$ cat src/rtl/traffic_pkg.sv
// Shared types and light encodings for the highway/farm-road
// intersection controller.
package traffic_pkg;

   typedef enum logic [1:0] {
      HG = 2'd0,
      HY = 2'd1,
      FG = 2'd2,
      FY = 2'd3
   } state_t;

   localparam logic [1:0] LIGHT_G = 2'b10;
   localparam logic [1:0] LIGHT_Y = 2'b01;
   localparam logic [1:0] LIGHT_R = 2'b00;

endpackage

$ cat src/rtl/interval_timer.sv
// Interval timer: restarts on request, saturates at TL-1 and
// flags short (TS) and long (TL) elapsed intervals.
module interval_timer #(
   parameter int TS = 5,
   parameter int TL = 15
) (
   input  logic clk1,
   input  logic rst_n,
   input  logic restart,
   output logic ts,
   output logic tl
);

   localparam int W = $clog2(TL);
   localparam logic [W-1:0] TS_M = W'(TS - 1);
   localparam logic [W-1:0] TL_M = W'(TL - 1);

   logic [W-1:0] cnt;

   always_ff @(posedge clk1 or negedge rst_n) begin
      if (!rst_n) begin
         cnt <= '0;
      end else if (restart) begin
         cnt <= '0;
      end else if (cnt != TL_M) begin
         cnt <= cnt + 1'b1;
      end
   end

   assign ts = (cnt >= TS_M);
   assign tl = (cnt >= TL_M);

endmodule

$ cat src/rtl/traffic_light_ctrl.sv
// Moore controller for a highway/farm-road crossing with a
// farm car sensor and a pedestrian walk request.
module traffic_light_ctrl
   import traffic_pkg::*;
#(
   parameter int TS = 5,
   parameter int TL = 15
) (
   input  logic       clk1,
   input  logic       rst_n,
   input  logic       car,
   input  logic       ped_req,
   output logic [1:0] hl,
   output logic [1:0] fl,
   output logic       walk,
   output logic [1:0] state
);

   state_t cur;
   state_t nxt;

   logic car_m, car_s;
   logic ped_m, ped_s, ped_q;
   logic ped_pending, walk_active;
   logic ts, tl, restart;
   logic ped_rise, fg_entry, fg_exit;

   always_ff @(posedge clk1 or negedge rst_n) begin
      if (!rst_n) begin
         car_m <= 1'b0;
         car_s <= 1'b0;
         ped_m <= 1'b0;
         ped_s <= 1'b0;
         ped_q <= 1'b0;
      end else begin
         car_m <= car;
         car_s <= car_m;
         ped_m <= ped_req;
         ped_s <= ped_m;
         ped_q <= ped_s;
      end
   end

   assign ped_rise = ped_s & ~ped_q;
   assign restart  = (nxt != cur);
   assign fg_entry = (cur == HY) && (nxt == FG);
   assign fg_exit  = (cur == FG) && (nxt != FG);

   // A request edge coinciding with FG entry is served now.
   always_ff @(posedge clk1 or negedge rst_n) begin
      if (!rst_n) begin
         ped_pending <= 1'b0;
         walk_active <= 1'b0;
      end else if (fg_entry) begin
         walk_active <= ped_pending | ped_rise;
         ped_pending <= 1'b0;
      end else begin
         if (ped_rise) ped_pending <= 1'b1;
         if (fg_exit)  walk_active <= 1'b0;
      end
   end

   interval_timer #(
      .TS(TS),
      .TL(TL)
   ) u_timer (
      .clk1   (clk1),
      .rst_n  (rst_n),
      .restart(restart),
      .ts     (ts),
      .tl     (tl)
   );

   always_ff @(posedge clk1 or negedge rst_n) begin
      if (!rst_n) cur <= HG;
      else        cur <= nxt;
   end

   always_comb begin
      nxt = cur;
      unique case (cur)
         HG: if (tl && (car_s || ped_pending)) nxt = HY;
         HY: if (ts) nxt = FG;
         FG: begin
            if (walk_active) begin
               if (tl) nxt = FY;
            end else if (tl || !car_s) begin
               nxt = FY;
            end
         end
         FY: if (ts) nxt = HG;
         default: nxt = HG;
      endcase
   end

   always_comb begin
      hl = LIGHT_R;
      fl = LIGHT_R;
      unique case (cur)
         HG: hl = LIGHT_G;
         HY: hl = LIGHT_Y;
         FG: fl = LIGHT_G;
         FY: fl = LIGHT_Y;
         default: hl = LIGHT_G;
      endcase
   end

   assign walk  = (cur == FG) && walk_active;
   assign state = cur;

endmodule

$ cat config.mk
export PLATFORM = sky130hd
export DESIGN_NAME = traffic_light_ctrl
export DESIGN_NICKNAME = d
export VERILOG_FILES = /design/src/rtl/traffic_pkg.sv /design/src/rtl/interval_timer.sv /design/src/rtl/traffic_light_ctrl.sv
export SDC_FILE = /design/constraint.sdc
export NUM_CORES = 1
export LEC_CHECK = 0
export BUFFER_PORTS_ARGS = -buffer_cell sky130_fd_sc_hd__buf_2
export CAP_MARGIN = 40
export CORE_AREA = 10 10 47 49
export CTS_CLUSTER_SIZE = 12
export DETAILED_ROUTE_END_ITERATION = 8
export DIE_AREA = 0 0 57 59
export HOLD_SLACK_MARGIN = 0.05
export PLACE_DENSITY = 0.7
export SYNTH_ARGS = -nofsm -noshare
export SYNTH_HDL_FRONTEND = slang
export SYNTH_HIERARCHICAL = 1
export SYNTH_SLANG_ARGS = --single-unit
$ cat constraint.sdc
create_clock -name clk1 -period 3.1 [get_ports clk1]
set_input_delay 0.465 -clock clk1 [delete_from_list [all_inputs] [get_ports clk1]]
set_output_delay 0.465 -clock clk1 [all_outputs]
set_load 0.05 [all_outputs]
# Word level (Yosys, flattened, before mapping)
# Index checks and enable logic that the tools add are counted.
# totals
output_inout_bits,7
in_bits,4
elab_cells,48
regBits,13
# op_classes
bitwise,3
n_lt_le_gt_ge,2
n_reduce_logical,11
muxes,15
eq_ne,7
n_addsub,1
# ops
cell,n
2-bit two-way mux,6
4-bit two-way mux,2
2-bit case mux with 2 select lines,2
2-bit case mux with 4 select lines,1
"2-bit equality test, second input constant",3
2-bit nonzero test,3
"4-bit by 1-bit adder with 4-bit output, second input constant",1
"4-bit by 3-bit greater-or-equal comparator with 1-bit output, second input constant",1
"4-bit greater-or-equal comparator, second input constant",1
1-bit logical AND,4
1-bit two-way mux,4
"4-bit != test, second input constant",1
"2-bit by 1-bit equality test with 1-bit output, second input constant",1
2-bit logical NOT,1
1-bit logical OR,2
2-bit != test,1
"2-bit != test, second input constant",1
1-bit AND,1
1-bit logical NOT,1
1-bit inverter,1
1-bit OR,1

# Longest topological paths before layout
# depth
ltp_word,9
mapped_depth,8
mapped_depth_nobuf,8

# Modules after synthesis
# Netlist, hierarchy kept.
# by_module_without_submodules
module,area_per_inst_um2,instances,seq_area_each_um2,cells_per_inst
traffic_light_ctrl,381.6,1,225.2,32
interval_timer,260.2,1,100.1,24

# Worst setup path before layout
# OpenSTA, ideal clock, no wires.
# synth_timing
path_type,flip-flop to output port
startpoint,reg cur[1] (netlist: state[1])
endpoint,out walk
path_buffers,1
path_slack_ns,0.783
arrival_time_ns,1.852
required_time_ns,2.635
path_stages_with_launch,4
cell_sequence,dfrtp_1 -> buf_4 -> nor2b_2 -> and2_1
# synth_via
elab_chain_len,2
# synth_rtl
element,line,rtl
start: declaration,traffic_light_ctrl.sv:19,state_t cur;
start signal: assignment,traffic_light_ctrl.sv:76,else cur <= nxt;
2-bit equality test,traffic_light_ctrl.sv:108,assign walk = (cur == FG) && walk_active;
1-bit logical AND,traffic_light_ctrl.sv:108,
end: declaration,traffic_light_ctrl.sv:15,"output logic walk,"
# No other way between the ends.

# Final worst setup path
# layout_timing
startpoint,reg u_timer.cnt[0]
endpoint,reg u_timer.cnt[2]
# layout_via
elab_chain_len,7
word_cells_on_any_way,17
cone_classes,add/sub: 1; order compare: 2; eq/ne: 2; mux: 9; reduce/logical: 3
# layout_rtl
element,line,rtl
start: declaration,interval_timer.sv:18,logic [W-1:0] cnt;
start signal: assignment,interval_timer.sv:26,cnt <= cnt + 1'b1;
4-bit greater-or-equal comparator (*),interval_timer.sv:31,assign tl = (cnt >= TL_M);
via tl,traffic_light_ctrl.sv:25,"logic ts, tl, restart;"
1-bit logical OR,traffic_light_ctrl.sv:87,end else if (tl || !car_s) begin
2-bit two-way mux,traffic_light_ctrl.sv:87,
2-bit two-way mux,traffic_light_ctrl.sv:85,if (walk_active) begin
2-bit case mux with 4 select lines (*),traffic_light_ctrl.sv:81,unique case (cur)
2-bit != test (*),traffic_light_ctrl.sv:45,assign restart = (nxt != cur);
via restart,traffic_light_ctrl.sv:25,
4-bit two-way mux / 2-bit nonzero test (equally long branches),n/a,
# Mark *: on every way through the listed nets, which the timed path passes. The rest lies on a longest branch. The select of a mux whose other input is x is not followed.
# A chain may end at the register's enable or synchronous reset.

==> metrics.yaml <==
outcome:
  status: "completed"
synthesis:
  ys_seq_area_share_pct: 50.7
  synth.distinct_cells: 25
  synth_fp_nets: 62
  synth-seq-cells: 13
  syn_area_um2: 642
  syn_inst: 56
  syn_area_per_cell_um2: 11.5
  synthesis.yosys.warnings: 6
worst_setup_path:
  cp_common_cell: "o21bai_1"
  end_kind: "register"
  timing.rr.end: "u_timer/cnt[2]$_DFFE_PN0P_"
  start_kind: "register"
  max_stage_delay_ns: 0.43
  crit_fanout: 7
  path_depth: 8
  slowest_stage: "dfrtp_1"
  required_ns: 3.31
  cp.arrival_ns: 2.23
  timing.rr.start: "u_timer/cnt[0]$_DFFE_PN0P_"
  critical_path_class: "register to register"
  critPathBufInv: 1
  rrSetupSlack_ns: 1.08
  rr_worst_depth: 8
  crit_family: "compound AO/OA/AOI/OAI gates"
  crit_chain: "inv_1 > ha_1 > o211a_1 > o21bai_1 > a211oi_2 > a21oi_1 > o21bai_1 > a31oi_1"
min_path:
  hold_path_startpoint: "ped_req"
  min_to: "ped_m$_DFF_PN0_"
  hp-class: "primary input to register"
  holdPathStages: 1
route:
  ant_nets: 0
  wl_per_cell_um: 13.1
  wl_met3_um: 110
  wl_met1_um: 471
  drt_first_pass_iters: 2
  highest_layer: "met4"
  vias: 441
  viasPerCell: 5.31
  route.met2.wl_um: 487
  drc: 0
  wl_um: 1090
  dr.first_iter.drc_count: 3
clock_tree:
  cts_root_buffer: "clkbuf_4"
  cts_inserted_buffers: 3
  post_cts_buffers: 0
  path_clk_slew_ns: 0.08
  cts.path.max_buffers: 2
  insertion_delay_ns: 0.28
  cts-htree-levels: 1
  cts_tree: "yes"
  clock_sinks: 13
die:
  die_width_um: 57
  io_pins: 11
  start_util_pct: 45.8
  die_area_um2: 3360
  num_rows: 14
  die_h_um: 59
  coreArea_um2: 1400
sta:
  rsz0062_at_grt: "no"
  setup_viol: 0
  max_freq_ghz: 0.495
  hold_violations: 0
  skew_ns: 0.00863
  slew_headroom_pct: 74.5
  slew_violations: 0
  worstMarginPinSlew_ns: 0.383
  period_minus_slack_ns: 2.02
  fin_crit_sh_pct: 65.2
  tns_ns: 0
  layout_setup_ws_ns: 1.08
power_and_ir_drop:
  peakVddDrop_mv: 0.432
  power.leakage_nw: 0.335
  power_mw: 0.797
  powerDensity_nw_per_um2: 1120
grt:
  grt-ovfl-total: 0
  grtUsageTotal_pct: 7.19
  grt_pass1_wl_um: 1850
  grt_max_degree: 14
  grt_pass1_vias: 413
  grt_antenna_before_repair: 0
layout:
  synthToLayoutAreaGrowth_pct: 10.9
  drive_gt1_share_pct: 31.3
  nNetsFinal: 74
  fin_util_pct: 50.8
  diodes: 0
placement:
  place.gp.congestion: 0.672
  io_buffers: 10
  dp_hpwl_um: 799
  place_ws_ns: 1.06
job:
  maxCapViolCount: 0
power by group:
group | internal, mW | total (mW) | switching, mW
sequential | 0.218 | 0.303 | 0.0850
clock | 0.0479 | 0.104 | 0.0563
combinational | 0.126 | 0.389 | 0.263
total | 0.392 | 0.797 | 0.404
final cells by class:
cell class	instances	area, um2
fill	142	689
sequential	13	325
multi-input combinational	35	264
tap	16	20.0
clock buffer	3	22.5
timing repair buffer	11	60.1
inverter	4	15.0
clock inverter	1	5.00
cells in the mapped netlist, drive strengths merged:
cell type | n | area share (%)
a211oi | 2 | 3.9
a21oi | 7 | 5.5
a221oi | 1 | 2.3
a31o | 2 | 2.7
a31oi | 2 | 1.9
and2 | 2 | 1.9
and3 | 1 | 0.98
buf | 4 | 5.8
dfrtp | 13 | 51
ha | 2 | 3.9
inv | 4 | 2.3
nand2 | 2 | 1.6
nand4 | 2 | 1.9
nor2 | 2 | 1.2
nor2b | 3 | 4.5
o211a | 1 | 1.6
o21a | 1 | 1.2
o21ai | 1 | 1.4
o21bai | 2 | 2.3
or2 | 1 | 0.98
xnor2 | 1 | 1.4
worst register-to-register path, cell delays in order, from the launching register on:
cell	delay, ns
dfrtp_1	0.43
inv_1	0.06
ha_1	0.30
o211a_1	0.28
o21bai_1	0.17
a211oi_2	0.25
a21oi_1	0.13
o21bai_1	0.20
a31oi_1	0.13
cell usage in the layout, fill, tap and decap left out, drive strengths merged:
cell type / instances
nor2: 2
a211oi: 2
nor2b: 3
clkbuf: 3
o21bai: 2
a31o: 2
or2: 1
o21a: 1
o211a: 1
xnor2: 1
dfrtp: 13
and2: 2
buf: 10
dlygate4sd3: 1
o21ai: 1
nand4: 2
a21oi: 7
inv: 4
and3: 1
clkinv: 1
a31oi: 2
nand2: 2
a221oi: 1
ha: 2
layer usage:
metal | global-route usage [%] | vias up
met5 | 0 | -
met4 | 4.03 | 0
met3 | 5.58 | 5
met2 | 9.77 | 11
met1 | 7.80 | 205
li1 | - | 220
flip-flops by register name, summed over array words and instances, names as in the netlist:
register,count
car_m,1
car_s,1
ped_m,1
ped_pending,1
ped_q,1
ped_s,1
state,2
u_timer/cnt,4
walk_active,1
worst max path at each step:
stage / start / to / slack, ns
floorplan: state[1]$_DFF_PN0_ / walk / 0.78
global placement: u_timer/cnt[0]$_DFFE_PN0P_ / u_timer/cnt[2]$_DFFE_PN0P_ / 1.14
detailed placement: u_timer/cnt[0]$_DFFE_PN0P_ / u_timer/cnt[2]$_DFFE_PN0P_ / 1.06
CTS: u_timer/cnt[0]$_DFFE_PN0P_ / u_timer/cnt[2]$_DFFE_PN0P_ / 1.05
global route: u_timer/cnt[0]$_DFFE_PN0P_ / u_timer/cnt[2]$_DFFE_PN0P_ / 0.92
finish: u_timer/cnt[0]$_DFFE_PN0P_ / u_timer/cnt[2]$_DFFE_PN0P_ / 1.08
kinds of logic (layout without fill, tap and decap cells):
family	Yosys count	count (layout)	share of synthesized area [%]
buffers and inverters	8	19	8.19
DFF	13	13	50.7
AOI/OAI and AO/OA	19	19	22.8
adders and majority gates	2	2	3.90
xor gates and xnor gates	1	1	1.36
and+or+nand+nor	13	13	13.1
timing repair:
item / CTS / global route
gates resized for setup: 0 / 0
hold buffers: 0 / 1
hold endpoints to repair: 0 / 13
per-stage QoR:
step	hold WS, ns	instance area [um2]	instances
floorplan	0.169	642	56
global placement	0.335	674	78
detailed placement	0.340	674	78
CTS	0.0535	702	82
global route	0.270	712	83
finish	0.290	712	83
Power figures use the tool's default switching activity.
